[src/rtl/bg_object_renderer_pkg.sv]
// Shared constants and types for the background-object (cloud) renderer.
// Sprite geometry, default VGA timing and the line-fetch FSM state enum.
package bg_object_renderer_pkg;

  localparam int unsigned SPRITE_W     = 16;
  localparam int unsigned SPRITE_H     = 8;
  localparam int unsigned ROW_AW       = 3;
  localparam int unsigned POS_W        = 10;
  localparam int unsigned H_ACTIVE_DEF = 640;
  localparam int unsigned V_TOTAL_DEF  = 525;

  typedef enum logic [1:0] {
    IDLE,
    LATCH,
    FETCH1,
    FETCH2
  } bg_state_e;

endpackage

[src/rtl/bg_sprite_rom.sv]
// Cloud bitmap ROM, 16 texels x 8 rows, combinational lookup.
// Ports: row (texel row index) -> row_bits_c (MSB = leftmost texel).
module bg_sprite_rom
  import bg_object_renderer_pkg::*;
(
  input  logic [ROW_AW-1:0]   row,
  output logic [SPRITE_W-1:0] row_bits_c
);

  always_comb begin
    row_bits_c = '0;
    case (row)
      3'd0: row_bits_c = 16'h01C0;
      3'd1: row_bits_c = 16'h07F0;
      3'd2: row_bits_c = 16'h1FF8;
      3'd3: row_bits_c = 16'h3FFE;
      3'd4: row_bits_c = 16'hFFFF;
      3'd5: row_bits_c = 16'h7FFC;
      3'd6: row_bits_c = 16'h1E78;
      3'd7: row_bits_c = 16'h0C30;
    endcase
  end

endmodule

[src/rtl/bg_object_renderer.sv]
// Background-object renderer: per-pixel "cloud present" flag for two objects.
// Rows are fetched during horizontal blank into staging registers, then
// streamed through per-object shift registers during active video.
// Ports: clk, rst_n (sync, active-low), hpos/vpos (beam), bg_object1_pos /
// bg_object2_pos (0 = hidden), bg_pixel_on (registered, 1-cycle latency).
// Optional: define BG_OBJ_FLIP_EN to draw object 2 horizontally mirrored.
module bg_object_renderer
  import bg_object_renderer_pkg::*;
#(
  parameter int unsigned CONV       = 0,
  parameter int unsigned H_ACTIVE   = H_ACTIVE_DEF,
  parameter int unsigned V_TOTAL    = V_TOTAL_DEF,
  parameter int unsigned OBJ1_Y     = 40,
  parameter int unsigned OBJ2_Y     = 72,
  parameter int unsigned SCALE_LOG2 = 1
) (
  input  logic                  clk,
  input  logic                  rst_n,
  input  logic [9:0]            hpos,
  input  logic [9:0]            vpos,
  input  logic [POS_W-CONV-1:0] bg_object1_pos,
  input  logic [POS_W-CONV-1:0] bg_object2_pos,
  output logic                  bg_pixel_on
);

  localparam int unsigned TEX_PIX  = 1 << SCALE_LOG2;
  localparam int unsigned ROW_SPAN = SPRITE_H << SCALE_LOG2;
  localparam int unsigned RUN_LEN  = SPRITE_W << SCALE_LOG2;
  localparam int unsigned RUN_W    = $clog2(RUN_LEN + 1);
  localparam int unsigned SUB_W    = (SCALE_LOG2 == 0) ? 1 : SCALE_LOG2;

  bg_state_e             state_q;
  logic [9:0]            x_q     [2];
  logic                  valid_q [2];
  logic [SPRITE_W-1:0]   stage_q [2];
  logic [SPRITE_W-1:0]   sh_q    [2];
  logic [RUN_W-1:0]      run_q   [2];
  logic [SUB_W-1:0]      sub_q   [2];

  logic [SPRITE_W-1:0]   sh_n    [2];
  logic [RUN_W-1:0]      run_n   [2];
  logic [SUB_W-1:0]      sub_n   [2];
  logic [SPRITE_W-1:0]   cur_sh_c  [2];
  logic [RUN_W-1:0]      cur_run_c [2];
  logic [SUB_W-1:0]      cur_sub_c [2];
  logic [1:0]            start_c;
  logic [1:0]            obj_bit_c;
  logic                  active_c;

  logic [9:0]            nline_c;
  logic signed [10:0]    d1_c, d2_c;
  logic                  ok1_c, ok2_c;
  logic [ROW_AW-1:0]     rom_sel_c;
  logic [SPRITE_W-1:0]   rom_row_c;
  logic [SPRITE_W-1:0]   obj2_row_c;

  // Row offsets of the upcoming line relative to each object's top edge.
  assign nline_c = (vpos == 10'(V_TOTAL - 1)) ? 10'd0 : vpos + 10'd1;
  assign d1_c    = $signed({1'b0, nline_c}) - $signed(11'(OBJ1_Y));
  assign d2_c    = $signed({1'b0, nline_c}) - $signed(11'(OBJ2_Y));
  assign ok1_c   = !d1_c[10] && (d1_c < $signed(11'(ROW_SPAN))) && (x_q[0] != 10'd0);
  assign ok2_c   = !d2_c[10] && (d2_c < $signed(11'(ROW_SPAN))) && (x_q[1] != 10'd0);

  // One ROM shared between the two fetch states.
  assign rom_sel_c = (state_q == FETCH2) ? ROW_AW'($unsigned(d2_c) >> SCALE_LOG2)
                                         : ROW_AW'($unsigned(d1_c) >> SCALE_LOG2);

  bg_sprite_rom u_rom (
    .row        (rom_sel_c),
    .row_bits_c (rom_row_c)
  );

`ifdef BG_OBJ_FLIP_EN
  assign obj2_row_c = {<<{rom_row_c}};
`else
  assign obj2_row_c = rom_row_c;
`endif

  // Per-object streaming: a start pixel bypasses the shift register so the
  // first texel appears at x_i itself; runs are killed outside active video.
  always_comb begin
    active_c  = hpos < 10'(H_ACTIVE);
    start_c   = '0;
    obj_bit_c = '0;
    for (int i = 0; i < 2; i++) begin
      sh_n[i]      = sh_q[i];
      run_n[i]     = run_q[i];
      sub_n[i]     = sub_q[i];
      start_c[i]   = active_c && valid_q[i] && (hpos == x_q[i]);
      cur_sh_c[i]  = start_c[i] ? stage_q[i] : sh_q[i];
      cur_run_c[i] = start_c[i] ? RUN_W'(RUN_LEN) : run_q[i];
      cur_sub_c[i] = start_c[i] ? '0 : sub_q[i];
      obj_bit_c[i] = active_c && (cur_run_c[i] != '0) && cur_sh_c[i][SPRITE_W-1];
      if (!active_c) begin
        run_n[i] = '0;
      end else if (cur_run_c[i] != '0) begin
        run_n[i] = cur_run_c[i] - RUN_W'(1);
        if (cur_sub_c[i] == SUB_W'(TEX_PIX - 1)) begin
          sh_n[i]  = cur_sh_c[i] << 1;
          sub_n[i] = '0;
        end else begin
          sh_n[i]  = cur_sh_c[i];
          sub_n[i] = cur_sub_c[i] + SUB_W'(1);
        end
      end
    end
  end

  // Line-fetch FSM plus all streaming and output registers.
  always_ff @(posedge clk) begin
    if (!rst_n) begin
      state_q     <= IDLE;
      bg_pixel_on <= 1'b0;
      for (int i = 0; i < 2; i++) begin
        x_q[i]     <= '0;
        valid_q[i] <= 1'b0;
        stage_q[i] <= '0;
        sh_q[i]    <= '0;
        run_q[i]   <= '0;
        sub_q[i]   <= '0;
      end
    end else begin
      bg_pixel_on <= |obj_bit_c;
      for (int i = 0; i < 2; i++) begin
        sh_q[i]  <= sh_n[i];
        run_q[i] <= run_n[i];
        sub_q[i] <= sub_n[i];
      end
      case (state_q)
        IDLE: begin
          if (hpos == 10'(H_ACTIVE)) state_q <= LATCH;
        end
        LATCH: begin
          x_q[0]  <= 10'(10'(bg_object1_pos) << CONV);
          x_q[1]  <= 10'(10'(bg_object2_pos) << CONV);
          state_q <= FETCH1;
        end
        FETCH1: begin
          valid_q[0] <= ok1_c;
          if (ok1_c) stage_q[0] <= rom_row_c;
          state_q <= FETCH2;
        end
        FETCH2: begin
          valid_q[1] <= ok2_c;
          if (ok2_c) stage_q[1] <= obj2_row_c;
          state_q <= IDLE;
        end
        default: state_q <= IDLE;
      endcase
    end
  end

endmodule

[config.mk]
export PLATFORM = sky130hd
export DESIGN_NAME = bg_object_renderer
export DESIGN_NICKNAME = d
export VERILOG_FILES = /design/src/rtl/bg_object_renderer_pkg.sv /design/src/rtl/bg_sprite_rom.sv /design/src/rtl/bg_object_renderer.sv
export SDC_FILE = /design/constraint.sdc
export NUM_CORES = 1
export LEC_CHECK = 0
export CAP_MARGIN = 20
export CORE_MARGIN = 2
export CORE_UTILIZATION = 42
export DETAILED_ROUTE_END_ITERATION = 10
export PLACE_DENSITY = 0.58
export SETUP_SLACK_MARGIN = 0.05
export SYNTH_ARGS = -nofsm -noshare
export SYNTH_HDL_FRONTEND = slang
export SYNTH_SLANG_ARGS = --single-unit
export TNS_END_PERCENT = 50
[constraint.sdc]
create_clock -name clk -period 10 [get_ports clk]
set_clock_uncertainty 0.1 [all_clocks]
set_input_delay 3 -clock clk [delete_from_list [all_inputs] [get_ports clk]]
set_output_delay 3 -clock clk [all_outputs]
set_load 0.01 [all_outputs]
# Word level (Yosys, flattened, before mapping)
# Memory sizes are Yosys's and may differ from the RTL's.
# Cells that the tools add are included.
# W data, S select, Z words.
dict set report word_totals {
  reg_bits 3
  ram_bits 100
  mem_bits_ro 128
  in_bits 42
  out_inout_bits 1
  word_cells 116
  n_memories 7
}
dict set report classes {
  addsub 7
  n_lt_le_gt_ge 3
  n_eq_ne 8
  mux 57
  bitwise_logic 12
  reduce_logical 20
}
# name depth word_bits read_ports rd_ports_with_merged_regs wr line
set mem_list {}
lappend mem_list {{(no name shown)} 8 16 1 0 0 bg_sprite_rom.sv:12} ;# case (row)
lappend mem_list {sh_q 2 16 2 0 2 bg_object_renderer.sv:36} ;# logic [SPRITE_W-1:0] sh_q [2];
lappend mem_list {stage_q 2 16 2 0 2 bg_object_renderer.sv:35} ;# logic [SPRITE_W-1:0] stage_q [2];
lappend mem_list {x_q 2 10 2 0 2 bg_object_renderer.sv:33} ;# logic [9:0] x_q [2];
lappend mem_list {run_q 2 6 2 0 2 bg_object_renderer.sv:37} ;# logic [RUN_W-1:0] run_q [2];
lappend mem_list {sub_q 2 1 2 0 2 bg_object_renderer.sv:38} ;# logic [SUB_W-1:0] sub_q [2];
lappend mem_list {{1 more memories} - - - - - -}
# cell count
set ops {}
lappend ops {{$mux W16} 12}
lappend ops {{$mux W6} 8}
lappend ops {{$mux W1} 31}
lappend ops {{$mux W10} 3}
lappend ops {{$lt A11 B6 Y1 const B} 2}
lappend ops {{$eq A10 B10 Y1} 2}
lappend ops {{$eq A10 B10 Y1 const B} 2}
lappend ops {{$reduce_bool A10 Y1} 2}
lappend ops {{$logic_and A1 B1 Y1} 12}
lappend ops {{$or A1 B1 Y1} 12}
lappend ops {{$reduce_bool A6 Y1} 2}
lappend ops {{$sub A6 B1 Y6 const B} 2}
lappend ops {{$sub A10 B6 Y11 const B} 1}
lappend ops {{$sub A10 B7 Y11 const B} 1}
lappend ops {{$add A10 B1 Y10 const B} 1}
lappend ops {{$lt A10 B10 Y1 const B} 1}
lappend ops {{$pmux W2 S4} 1}
lappend ops {{$eq A2 B2 Y1 const B} 2}
lappend ops {{$mux W3} 1}
lappend ops {{$add A1 B1 Y1 const B} 2}
lappend ops {{$eq A2 B1 Y1 const B} 1}
lappend ops {{$logic_not A1 Y1} 2}
lappend ops {{$logic_not A2 Y1} 1}
lappend ops {{$mux W2} 1}
lappend ops {{other kinds (2)} 2}

# Longest topological paths before layout
# Gate-level depths: netlist of the first run.
dict set report logic_depth {
  depth_word 11
  mapped_depth 13
  depth_no_buf 10
}

# By module
# From an unflattened synthesis of the first run, not the netlist that was laid out.
dict set report hier_totals {
  cells_unflattened 547
  hier_area_um2 5569.1
}
# module instances cells_per_inst area_per_inst_um2
set by_module_without_submodules {}
lappend by_module_without_submodules {bg_object_renderer 1 528 5447.7}
lappend by_module_without_submodules {bg_sprite_rom 1 19 121.4}

# Worst setup path before layout of the first run
# No wires, ideal clock.
dict set report synth_path {
  kind {input to register}
  start {input vpos[0]}
  end {memory stage_q[0][0], enable pin}
  t_arrival_ns 5.387
  setup_slack_ns 4.123
  stages 11
  path_buffers 2
  cell_sequence {inv_1 ha_1 and3_1 nand4b_1 buf_2 nand2_1 ha_1 o41ai_2 nand2_1 buf_2 o21ai_0}
}
# item line
set synth_lines {}
lappend synth_lines {{start: declaration} bg_object_renderer.sv:20} ;# input logic [9:0] vpos,
lappend synth_lines {{end: declaration} bg_object_renderer.sv:35}

==> results of run 1 <==
-- critical path, stage by stage --
cell and delay (ps):
clkdlybuf4s50_1 540, nor4_1 420, nand4b_1 440, nand2_1 170, ha_1 270, a211oi_1 70, o2bb2ai_1 200, nand4_1 370
o21ai_0 630, buf_4 260
-- sequential cells by signal, indices dropped and copies added, names as in the netlist --
| name | count |
|---|---|
| sub_q | 2 |
| run_q | 12 |
| sh_q | 32 |
| state_q | 2 |
| bg_pixel_on | 1 |
| stage_q | 20 |
| x_q | 20 |
| valid_q | 2 |
-- stage by stage --
step           std cells  util [%]  instance area [µm²]  power, mW
2_1_floorplan        498         -                 4708     0.8412
3_3_place_gp         657     47.87                 5213     0.9215
3_5_place_dp         658     47.94                 5220     0.9328
4_1_cts              674     49.92                 5435      1.195
5_1_grt              674     49.92                 5435      1.269
6_report             674     49.92                 5435      1.184
-- path summary, 6_finish.rpt --
check | start | slack, ps | cells past startpoint | end
min | run_q[0][4] | 370 | 2 | run_q[0][4]
min reg2reg | run_q[0][4] | 370 | 2 | run_q[0][4]
max | vpos[4] | 3580 | 10 | stage_q[0][28]
max reg2reg | x_q[0][19] | 6760 | 11 | sh_q[0][26]
-- layer usage --
layer / global-route usage, % / part of all wire (%) / vias to the layer above
li1: - / - / 1886
met1: 22.45 / 45 / 1785
met2: 30.41 / 50 / 77
met3: 3.912 / 3.6 / 8
met4: 4.340 / 0.84 / 0
met5: 0 / 0 / -
-- cell families (layout without fill, tap and decap cells) --
family / Yosys count / in the layout
XOR/XNOR: 32 / 32
adder cells (fa/ha/maj): 10 / 10
AO/OA/AOI/OAI: 132 / 132
AND/OR/NAND/NOR: 191 / 191
buffers and inverters: 38 / 74
flip-flops: 91 / 91
multiplexers: 4 / 4
-- power groups by stage --
stage	clock [mW]	combinational, mW	sequential [mW]
2_1_floorplan	0	0.330	0.511
3_3_place_gp	0	0.390	0.531
3_5_place_dp	0	0.400	0.533
4_1_cts	0.268	0.402	0.524
5_1_grt	0.280	0.455	0.534
6_report	0.262	0.399	0.524
-- cell type report --
class / count / area [µm²]
clock buffer: 13 / 191.4
clock inverter: 3 / 23.77
fill: 1034 / 5453
inverter: 9 / 33.78
multi-input combinational: 369 / 2296
sequential: 91 / 2242
tap: 140 / 175.2
timing repair buffer: 49 / 473.0
-- cell usage in the layout, fill, tap and decap left out, types with 18 or more instances in the layout --
cell	n
dfxtp_1	49
o21ai_0	45
clkdlybuf4s50_1	42
edfxtp_1	42
nand2_1	40
nor2_1	38
a21oi_1	33
and3_1	25
xnor2_1	24
nor3_1	21
nand3_1	18
==> tab_implementation.tex, run 1 <==
\begin{tabular}{lr}
\hline
Metric & Value \\
\hline
\multicolumn{2}{l}{\textbf{Yosys}} \\
Synth Cell Area & 4708 µm² \\
Average size of a mapped cell & 9.454 µm² \\
Post-synth net total & 550 \\
Simple-Gate Fraction of Synth Area & 21.10\% \\
Multiplexer area fraction after synthesis & 0.8504\% \\
Share of the synthesized area in compound gates (AO/OA/AOI/OAI) & 18.07\% \\
Share of the synthesized area in the top cell type & 26.79\% \\
Fraction of the mapped netlist area in adder cells & 2.657\% \\
Flip-flop and latch count after synthesis & 91 \\
Cells after synthesis & 498 \\
Top FF cell, synth & dfxtp\_1 \\
Number of enable-type register cells in the synthesized netlist & 42 \\
Number of different library cells in the post-synthesis netlist & 57 \\
Biggest area contributors in the synthesized netlist & edfxtp\_1 (27\%), dfxtp\_1 (21\%), o21ai\_0 (4.8\%), xnor2\_1 (4.5\%), a21oi\_1 (3.5\%) \\
Top post-synthesis cells by count & dfxtp\_1 (49), o21ai\_0 (45), edfxtp\_1 (42), nand2\_1 (40), nor2\_1 (38) \\
Sequential area share after synthesis & 47.62\% \\
Synth async-reset ratio & 0\% \\
Main combinational cell family by area after synthesis & simple AND/OR/NAND/NOR gates \\
Ys Warns & 0 \\
Cell accounting for the most synthesized area & edfxtp\_1 \\
Xor and xnor area share after synthesis & 5.953\% \\
Library cell with the highest instance count after synthesis & dfxtp\_1 \\
\multicolumn{2}{l}{\textbf{Pwr}} \\
Pwr/cell area & 217.9 nW/µm² \\
Switching power & 411.6 µW \\
Internal power consumption & 772.7 µW \\
Share of power burned in registers & 44.2\% \\
Net switching share of the total power & 34.76\% \\
Leakage Power & 2.121 nW \\
Max VDD drop & 0.1574 mV \\
Combinational group share of total power & 33.7\% \\
Fraction of power consumed by the clock network & 22.1\% \\
\multicolumn{2}{l}{\textbf{Clock network}} \\
Insertion delay of the later-clocked pin in the worst-skew pair & 360 ps \\
Clock tree from TritonCTS & done \\
H-Tree Depth & 3 \\
Post CTS Setup Buffer Count & 0 \\
Number of buffers created by CTS & 9 \\
Hold bufs inserted after CTS & 0 \\
CTS max path bufs & 2 \\
Resized Gates After CTS & 0 \\
Clock slew at reported path FFs & 100 ps \\
Root Buffer Master & clkbuf\_8 \\
Total clock sinks & 91 \\
\multicolumn{2}{l}{\textbf{Floorplan}} \\
Core Footprint & 10890 µm² \\
Site Rows & 38 \\
DIE WIDTH & 109.9 µm \\
Number of primary I/O pins & 43 \\
Area enclosed by the die boundary & 12070 µm² \\
Y dimension of the die & 109.9 µm \\
Effective utilization at floorplan & 43.24\% \\
\multicolumn{2}{l}{\textbf{Routing}} \\
Residual antenna-violating net count after detailed routing & 0 \\
Number of iterations in the first detailed-routing pass & 4 \\
Detail-routed via count per cell & 5.573 \\
Initial DRC count & 178 \\
Number of DRC violations after detailed routing & 0 \\
Count of vias placed by the detailed router & 3756 \\
Sum of routed wire length over all layers & 10170 µm \\
Routed wirelength normalized by instance count & 15.09 µm \\
\multicolumn{2}{l}{\textbf{Global routing}} \\
Final global-route overflow total & 0 \\
Largest net degree at the start of global routing & 59 \\
Vias in the first global route & 3542 \\
Wire length of the first global-routing pass & 16680 µm \\
Number of antenna violations at the first check in global routing & 0 \\
Gr usage total & 17.67\% \\
\multicolumn{2}{l}{\textbf{Timing}} \\
Peak Freq & 0.1558 GHz \\
Count of final max-slew check failures & 0 \\
Final worst-path cycle share & 64.18\% \\
Number of hold violations in the final report & 0 \\
Unrepaired setup endpoints after global routing & no \\
Relative slew slack & 38.62\% \\
WHS & 371.2 ps \\
Worst setup margin & 3582 ps \\
Final number of setup-violating endpoints & 0 \\
Minimum period implied by the final worst setup slack & 6418 ps \\
Worst-margin pin slew & 920.7 ps \\
Setup\_tns & 0 ps \\
\multicolumn{2}{l}{\textbf{Status}} \\
Status & completed \\
\multicolumn{2}{l}{\textbf{Setup path}} \\
Required time at the endpoint of the critical path & 9970 ps \\
CP Launch Type & input pin \\
Kind of critical path & input pin to flop \\
Kind of capture point of the worst setup path & flop \\
Critical path arrival & 6390 ps \\
Maximum fanout along the worst path & 12 \\
\multicolumn{2}{l}{\textbf{Worst hold path}} \\
Classification of the worst-slack hold path & flop to flop \\
\multicolumn{2}{l}{\textbf{Final layout}} \\
P\&R area growth vs syn & 15.44\% \\
Proportion of layout cells with a drive suffix above 1 & 6.367\% \\
Final nets & 581 \\
Antenna diode count & 0 \\
\multicolumn{2}{l}{\textbf{Placed design}} \\
Final HPWL DP & 7373 µm \\
IO Port Bufs & 42 \\
Pre-CTS setup slack & 3237 ps \\
Final weighted congestion in routability-driven placement & 0.8134 \\
\multicolumn{2}{l}{\textbf{Job}} \\
Max-cap check violation count & 0 \\
\hline
\end{tabular}
No activity file was read; power rests on OpenSTA's default activity.
==> run 2: changes to the inputs <==
--- a/config.mk
+++ b/config.mk
@@ -9,7 +9,7 @@
 export CORE_MARGIN = 2
 export CORE_UTILIZATION = 42
 export DETAILED_ROUTE_END_ITERATION = 10
-export PLACE_DENSITY = 0.58
+export PLACE_DENSITY = 0.61
 export SETUP_SLACK_MARGIN = 0.05
 export SYNTH_ARGS = -nofsm -noshare
 export SYNTH_HDL_FRONTEND = slang
==> constraint.sdc (replaced) <==
create_clock -name clk -period 5.2 [get_ports clk]
set_clock_uncertainty 0.1 [all_clocks]
set_input_delay 1.56 -clock clk [delete_from_list [all_inputs] [get_ports clk]]
set_output_delay 1.56 -clock clk [all_outputs]
set_load 0.01 [all_outputs]
==> tab_implementation.tex, run 2 (synthesis gave the netlist of run 1 again) <==
\begin{tabular}{lr}
\hline
Metric & Value \\
\hline
\multicolumn{2}{l}{\textbf{Placed design}} \\
Final HPWL DP & 7581 µm \\
Dpl cell area & 5243 µm² \\
Final weighted congestion in routability-driven placement & 0.8828 \\
IO Port Bufs & 42 \\
\multicolumn{2}{l}{\textbf{Global routing}} \\
Final global-route overflow total & 0 \\
Largest net degree at the start of global routing & 58 \\
Wire length of the first global-routing pass & 17140 µm \\
Number of antenna violations at the first check in global routing & 0 \\
Gr usage total & 18.50\% \\
Vias in the first global route & 3604 \\
\multicolumn{2}{l}{\textbf{Routing}} \\
Number of DRC violations after detailed routing & 0 \\
Routed wirelength normalized by instance count & 15.50 µm \\
Count of vias placed by the detailed router & 3765 \\
Number of iterations in the first detailed-routing pass & 5 \\
Residual antenna-violating net count after detailed routing & 0 \\
Detail-routed via count per cell & 5.561 \\
Initial DRC count & 280 \\
Sum of routed wire length over all layers & 10500 µm \\
\multicolumn{2}{l}{\textbf{Clock network}} \\
Clock slew at reported path FFs & 90 ps \\
Clock tree from TritonCTS & done \\
Post CTS Setup Buffer Count & 0 \\
CTS max path bufs & 2 \\
Insertion delay of the later-clocked pin in the worst-skew pair & 370 ps \\
Hold bufs inserted after CTS & 0 \\
Number of buffers created by CTS & 9 \\
H-Tree Depth & 3 \\
Resized Gates After CTS & 0 \\
Total clock sinks & 91 \\
Root Buffer Master & clkbuf\_8 \\
\multicolumn{2}{l}{\textbf{Final layout}} \\
Final nets & 584 \\
Most common cell after layout, fill and taps aside & dfxtp\_1 \\
Proportion of layout cells with a drive suffix above 1 & 6.704\% \\
Post-route cell area & 5430 µm² \\
\# fillers & 1024 \\
P\&R area growth vs syn & 15.33\% \\
Antenna diode count & 0 \\
Commonest non-fill, non-tap cells in the layout & dfxtp\_1 (49), o21ai\_0 (45), clkdlybuf4s50\_1 (42), edfxtp\_1 (42), nand2\_1 (40) \\
Largest registers in the final layout & sh\_q (32), stage\_q (20), x\_q (20) \\
Top reg by flops & sh\_q \\
Max FFs per register & 32 \\
\multicolumn{2}{l}{\textbf{Timing}} \\
Worst-margin pin slew & 927.1 ps \\
Final worst-path cycle share & 86.38\% \\
Unrepaired setup endpoints after global routing & no \\
Minimum period implied by the final worst setup slack & 4492 ps \\
Count of final max-slew check failures & 0 \\
Relative slew slack & 38.19\% \\
Number of hold violations in the final report & 0 \\
WHS & 372.9 ps \\
Peak Freq & 0.2226 GHz \\
Setup\_tns & 0 ps \\
Final number of setup-violating endpoints & 0 \\
\multicolumn{2}{l}{\textbf{Status}} \\
Status & completed \\
\multicolumn{2}{l}{\textbf{Setup path}} \\
Maximum fanout along the worst path & 11 \\
Max stage delay on crit path & 600 ps \\
Critical path arrival & 4520 ps \\
CP Launch Type & input pin \\
Required time at the endpoint of the critical path & 5220 ps \\
Critical path's most frequent cell & nand2\_1 \\
Kind of critical path & input pin to flop \\
Ordered list of cells on the worst path & clkdlybuf4s50\_1, nand3\_1, xnor2\_1, nand2\_1, ha\_1, o41ai\_2, nand2\_1, a221oi\_1 \\
Kind of capture point of the worst setup path & flop \\
Slowest CP cell & clkdlybuf4s50\_1 \\
\multicolumn{2}{l}{\textbf{Floorplan}} \\
Area enclosed by the die boundary & 12070 µm² \\
Number of primary I/O pins & 43 \\
Site Rows & 38 \\
Core Footprint & 10890 µm² \\
Effective utilization at floorplan & 43.24\% \\
Y dimension of the die & 109.9 µm \\
DIE WIDTH & 109.9 µm \\
\multicolumn{2}{l}{\textbf{Worst hold path}} \\
Classification of the worst-slack hold path & flop to flop \\
\multicolumn{2}{l}{\textbf{Pwr}} \\
Max VDD drop & 0.1748 mV \\
Pwr/cell area & 417.9 nW/µm² \\
Leakage Power & 2.124 nW \\
\multicolumn{2}{l}{\textbf{Job}} \\
Max-cap check violation count & 0 \\
\hline
\end{tabular}
[run 2: cell types whose count changed in the layout (fill, tap and decap cells not counted), sizes merged]
| cell | delta |
|---|---|
| buf | +3 |
| clkbuf | +1 |
| clkinv | +1 |
| inv | -2 |
[run 2: stage by stage]
step,util [%],power (mW),std cells,setup WS (ps)
after global routing,49.87,2.427,677,468.3
after detailed placement,48.15,1.810,661,365.2
final,49.87,2.269,677,708.3
after CTS,49.87,2.280,677,745.9
after floorplan,-,1.618,498,762.6
after global placement,48.15,1.795,661,550.0
[run 2: routing by layer]
layer / global-route usage [%] / part of all wire, % / up-vias / routed length, µm
li1: - / - / 1892 / -
met1: 23.32 / 46 / 1780 / 4792
met2: 31.29 / 49 / 79 / 5186
met3: 3.734 / 3.3 / 14 / 349
met4: 6.691 / 1.6 / 0 / 165
met5: 0 / 0 / - / 0
[run 2: worst paths after layout]
path / start / endpoint / slack (ps) / depth (start not counted)
min: sh_q[0][16] / sh_q[0][16] / 370 / 2
max reg2reg: x_q[0][3] / sh_q[0][10] / 2240 / 9
max: vpos[2] / stage_q[0][8] / 710 / 8
min reg2reg: sh_q[0][16] / sh_q[0][16] / 370 / 2
[run 2: final cells by class]
| type | count | area (µm²) | share of cell area (%) |
|---|---|---|---|
| clock buffers | 14 | 177.7 | 3.272 |
| clock inverters | 2 | 10.01 | 0.1843 |
| inverters | 9 | 33.78 | 0.6221 |
| multi-input cells | 369 | 2296 | 42.28 |
| flip-flops and latches | 91 | 2242 | 41.29 |
| well taps | 140 | 175.2 | 3.226 |
| repair buffers | 52 | 495.5 | 9.124 |
[run 2: worst max-delay path: cells and delay by family]
kind / cells / cell delay (ps)
AO/OA/AOI/OAI: 2 / 910
AND/OR/NAND/NOR: 3 / 760
adder cells (fa/ha/maj): 1 / 280
XOR/XNOR: 1 / 390
buffers and inverters: 1 / 600
[run 2: power by group]
group | total, mW | internal (mW) | switching [mW]
logic | 0.789 | 0.355 | 0.434
registers | 1.01 | 0.899 | 0.115
clock network | 0.466 | 0.221 | 0.246
==> run 3: changes to the inputs <==
--- a/config.mk
+++ b/config.mk
@@ -5,10 +5,10 @@
 export SDC_FILE = /design/constraint.sdc
 export NUM_CORES = 1
 export LEC_CHECK = 0
-export CAP_MARGIN = 20
-export CORE_MARGIN = 2
+export CAP_MARGIN = 30
 export CORE_UTILIZATION = 42
 export DETAILED_ROUTE_END_ITERATION = 10
+export MAX_ROUTING_LAYER = met4
 export PLACE_DENSITY = 0.61
 export SETUP_SLACK_MARGIN = 0.05
 export SYNTH_ARGS = -nofsm -noshare
==> tab_implementation.tex, run 3 (synthesis gave the netlist of run 1 again) <==
\begin{tabular}{lr}
\hline
Metric & Value \\
\hline
\multicolumn{2}{l}{\textbf{Status}} \\
Status & completed \\
\multicolumn{2}{l}{\textbf{Floorplan}} \\
Area enclosed by the die boundary & 11640 µm² \\
Number of primary I/O pins & 43 \\
Effective utilization at floorplan & 43.24\% \\
DIE WIDTH & 107.9 µm \\
Y dimension of the die & 107.9 µm \\
Core Footprint & 10890 µm² \\
Site Rows & 38 \\
\multicolumn{2}{l}{\textbf{Timing}} \\
Worst-margin pin slew & 940.8 ps \\
Relative slew slack & 37.28\% \\
WHS & 371.3 ps \\
Minimum period implied by the final worst setup slack & 4430 ps \\
Final number of setup-violating endpoints & 0 \\
Number of hold violations in the final report & 0 \\
Setup\_tns & 0 ps \\
Peak Freq & 0.2257 GHz \\
Unrepaired setup endpoints after global routing & no \\
Count of final max-slew check failures & 0 \\
Final worst-path cycle share & 85.19\% \\
\multicolumn{2}{l}{\textbf{Clock network}} \\
CTS max path bufs & 2 \\
Post CTS Setup Buffer Count & 0 \\
Root Buffer Master & clkbuf\_8 \\
Resized Gates After CTS & 0 \\
Clock slew at reported path FFs & 90 ps \\
Number of buffers created by CTS & 9 \\
Hold bufs inserted after CTS & 0 \\
Insertion delay of the later-clocked pin in the worst-skew pair & 360 ps \\
Total clock sinks & 91 \\
H-Tree Depth & 3 \\
Clock tree from TritonCTS & done \\
\multicolumn{2}{l}{\textbf{Setup path}} \\
Critical path arrival & 4580 ps \\
Required time at the endpoint of the critical path & 5350 ps \\
CP Launch Type & input pin \\
Maximum fanout along the worst path & 14 \\
Kind of capture point of the worst setup path & flop \\
Buffers and inverters on the worst path & 1 \\
R2R Setup Slk & 2120 ps \\
Kind of critical path & input pin to flop \\
Crit path from & hpos[8] \\
Slowest CP cell & or4\_1 \\
Crit Reg-Reg Endpoint & sh\_q[0][10] \\
Top delay family on crit path & simple AND/OR/NAND/NOR gates \\
R2R cell count & 9 \\
Critical path's most frequent cell & nand2\_1 \\
Ordered list of cells on the worst path & clkdlybuf4s50\_1, and2b\_1, a31oi\_2, or4\_1, nand2\_1, ha\_1, nand3b\_1, nand2\_1, a21oi\_4, o221a\_2 \\
Max stage delay on crit path & 700 ps \\
Launching point of the worst reg2reg path & x\_q[0][3] \\
\multicolumn{2}{l}{\textbf{Routing}} \\
Detail-routed via count per cell & 5.573 \\
Routed wirelength normalized by instance count & 15.20 µm \\
Residual antenna-violating net count after detailed routing & 0 \\
Initial DRC count & 185 \\
Count of vias placed by the detailed router & 3773 \\
Number of iterations in the first detailed-routing pass & 4 \\
Sum of routed wire length over all layers & 10290 µm \\
Number of DRC violations after detailed routing & 0 \\
\multicolumn{2}{l}{\textbf{Final layout}} \\
Proportion of layout cells with a drive suffix above 1 & 6.518\% \\
Top reg by flops & sh\_q \\
\# fillers & 999 \\
Antenna diode count & 0 \\
Largest registers in the final layout & sh\_q (32), stage\_q (20), x\_q (20) \\
Final nets & 584 \\
Max FFs per register & 32 \\
Most common cell after layout, fill and taps aside & dfxtp\_1 \\
Commonest non-fill, non-tap cells in the layout & dfxtp\_1 (49), o21ai\_0 (45), clkdlybuf4s50\_1 (42), edfxtp\_1 (42), nand2\_1 (40) \\
P\&R area growth vs syn & 15.23\% \\
\multicolumn{2}{l}{\textbf{Pwr}} \\
Leakage Power & 2.112 nW \\
Pwr/cell area & 417.5 nW/µm² \\
Max VDD drop & 0.1454 mV \\
\multicolumn{2}{l}{\textbf{Worst hold path}} \\
Classification of the worst-slack hold path & flop to flop \\
Depth of the worst hold-timing path & 2 \\
WHS Endpoint & sh\_q[0][16] \\
Worst hold path startpoint & sh\_q[0][16] \\
\multicolumn{2}{l}{\textbf{Placed design}} \\
Final HPWL DP & 7450 µm \\
Final weighted congestion in routability-driven placement & 0.8231 \\
IO Port Bufs & 42 \\
\multicolumn{2}{l}{\textbf{Global routing}} \\
Largest net degree at the start of global routing & 58 \\
Wire length of the first global-routing pass & 17010 µm \\
Vias in the first global route & 3595 \\
Gr usage total & 19.54\% \\
Number of antenna violations at the first check in global routing & 0 \\
Final global-route overflow total & 0 \\
\multicolumn{2}{l}{\textbf{Job}} \\
Max-cap check violation count & 0 \\
\hline
\end{tabular}
==> run 3: cell types whose count changed in the layout (fill, tap and decap cells not counted) <==
cell	delta
clkinv_2	-1
bufinv_16	+1
clkbuf_8	-1
clkinv_1	+3
clkinvlp_2	+1
clkbuf_1	-2
clkbuf_16	-1
clkinvlp_4	+1
clkbuf_4	-1
==> run 3: routing by layer <==
layer / wire [µm] / share of wire (%) / GRT usage (%)
met5: 0 / 0 / -
met2: 5125 / 50 / 33.33
met4: 198 / 1.9 / 7.632
met1: 4539 / 44 / 23.40
met3: 428 / 4.2 / 2.603
==> run 3: per-stage QoR <==
step	setup WS (ps)	cell area (µm²)	std cells	total power [mW]	util [%]
6_report	769.9	5425	677	2.265	49.83
5_1_grt	591.0	5425	677	2.430	49.83
4_1_cts	800.6	5425	677	2.281	49.83
3_5_place_dp	409.7	5243	661	1.813	48.15
3_3_place_gp	496.9	5243	661	1.790	48.15
2_1_floorplan	762.6	4708	498	1.618	-
==> run 3: layout make-up <==
cell class              count  area [µm²]  area share [%]
repair buffers             52       495.5           9.133
inverters                   9       33.78          0.6227
multi-input cells         369        2296           42.32
clock buffers               9       123.9           2.283
well taps                 140       175.2           3.229
clock inverters             7       58.81           1.084
flip-flops and latches     91        2242           41.33
==> run 3: how the worst max path moves through the flow <==
stage	to	slack [ps]	cells after the start
2_1_floorplan	stage_q[0][0]	760	11
3_3_place_gp	sh_q[0][10]	500	10
3_5_place_dp	sh_q[0][10]	410	10
4_1_cts	sh_q[0][10]	800	10
5_1_grt	sh_q[0][6]	590	11
6_report	sh_q[0][10]	770	10
==> run 3: worst min-delay path: cells and delay by family, from the launching register on <==
kind / cells / cell delay, ps
compound gates: 1 / 60
flops: 1 / 320
simple gates: 1 / 50
==> run 3: report_power, final <==
group / internal, mW / switching (mW)
clock network: 0.215 / 0.247
registers: 0.899 / 0.114
logic: 0.356 / 0.434
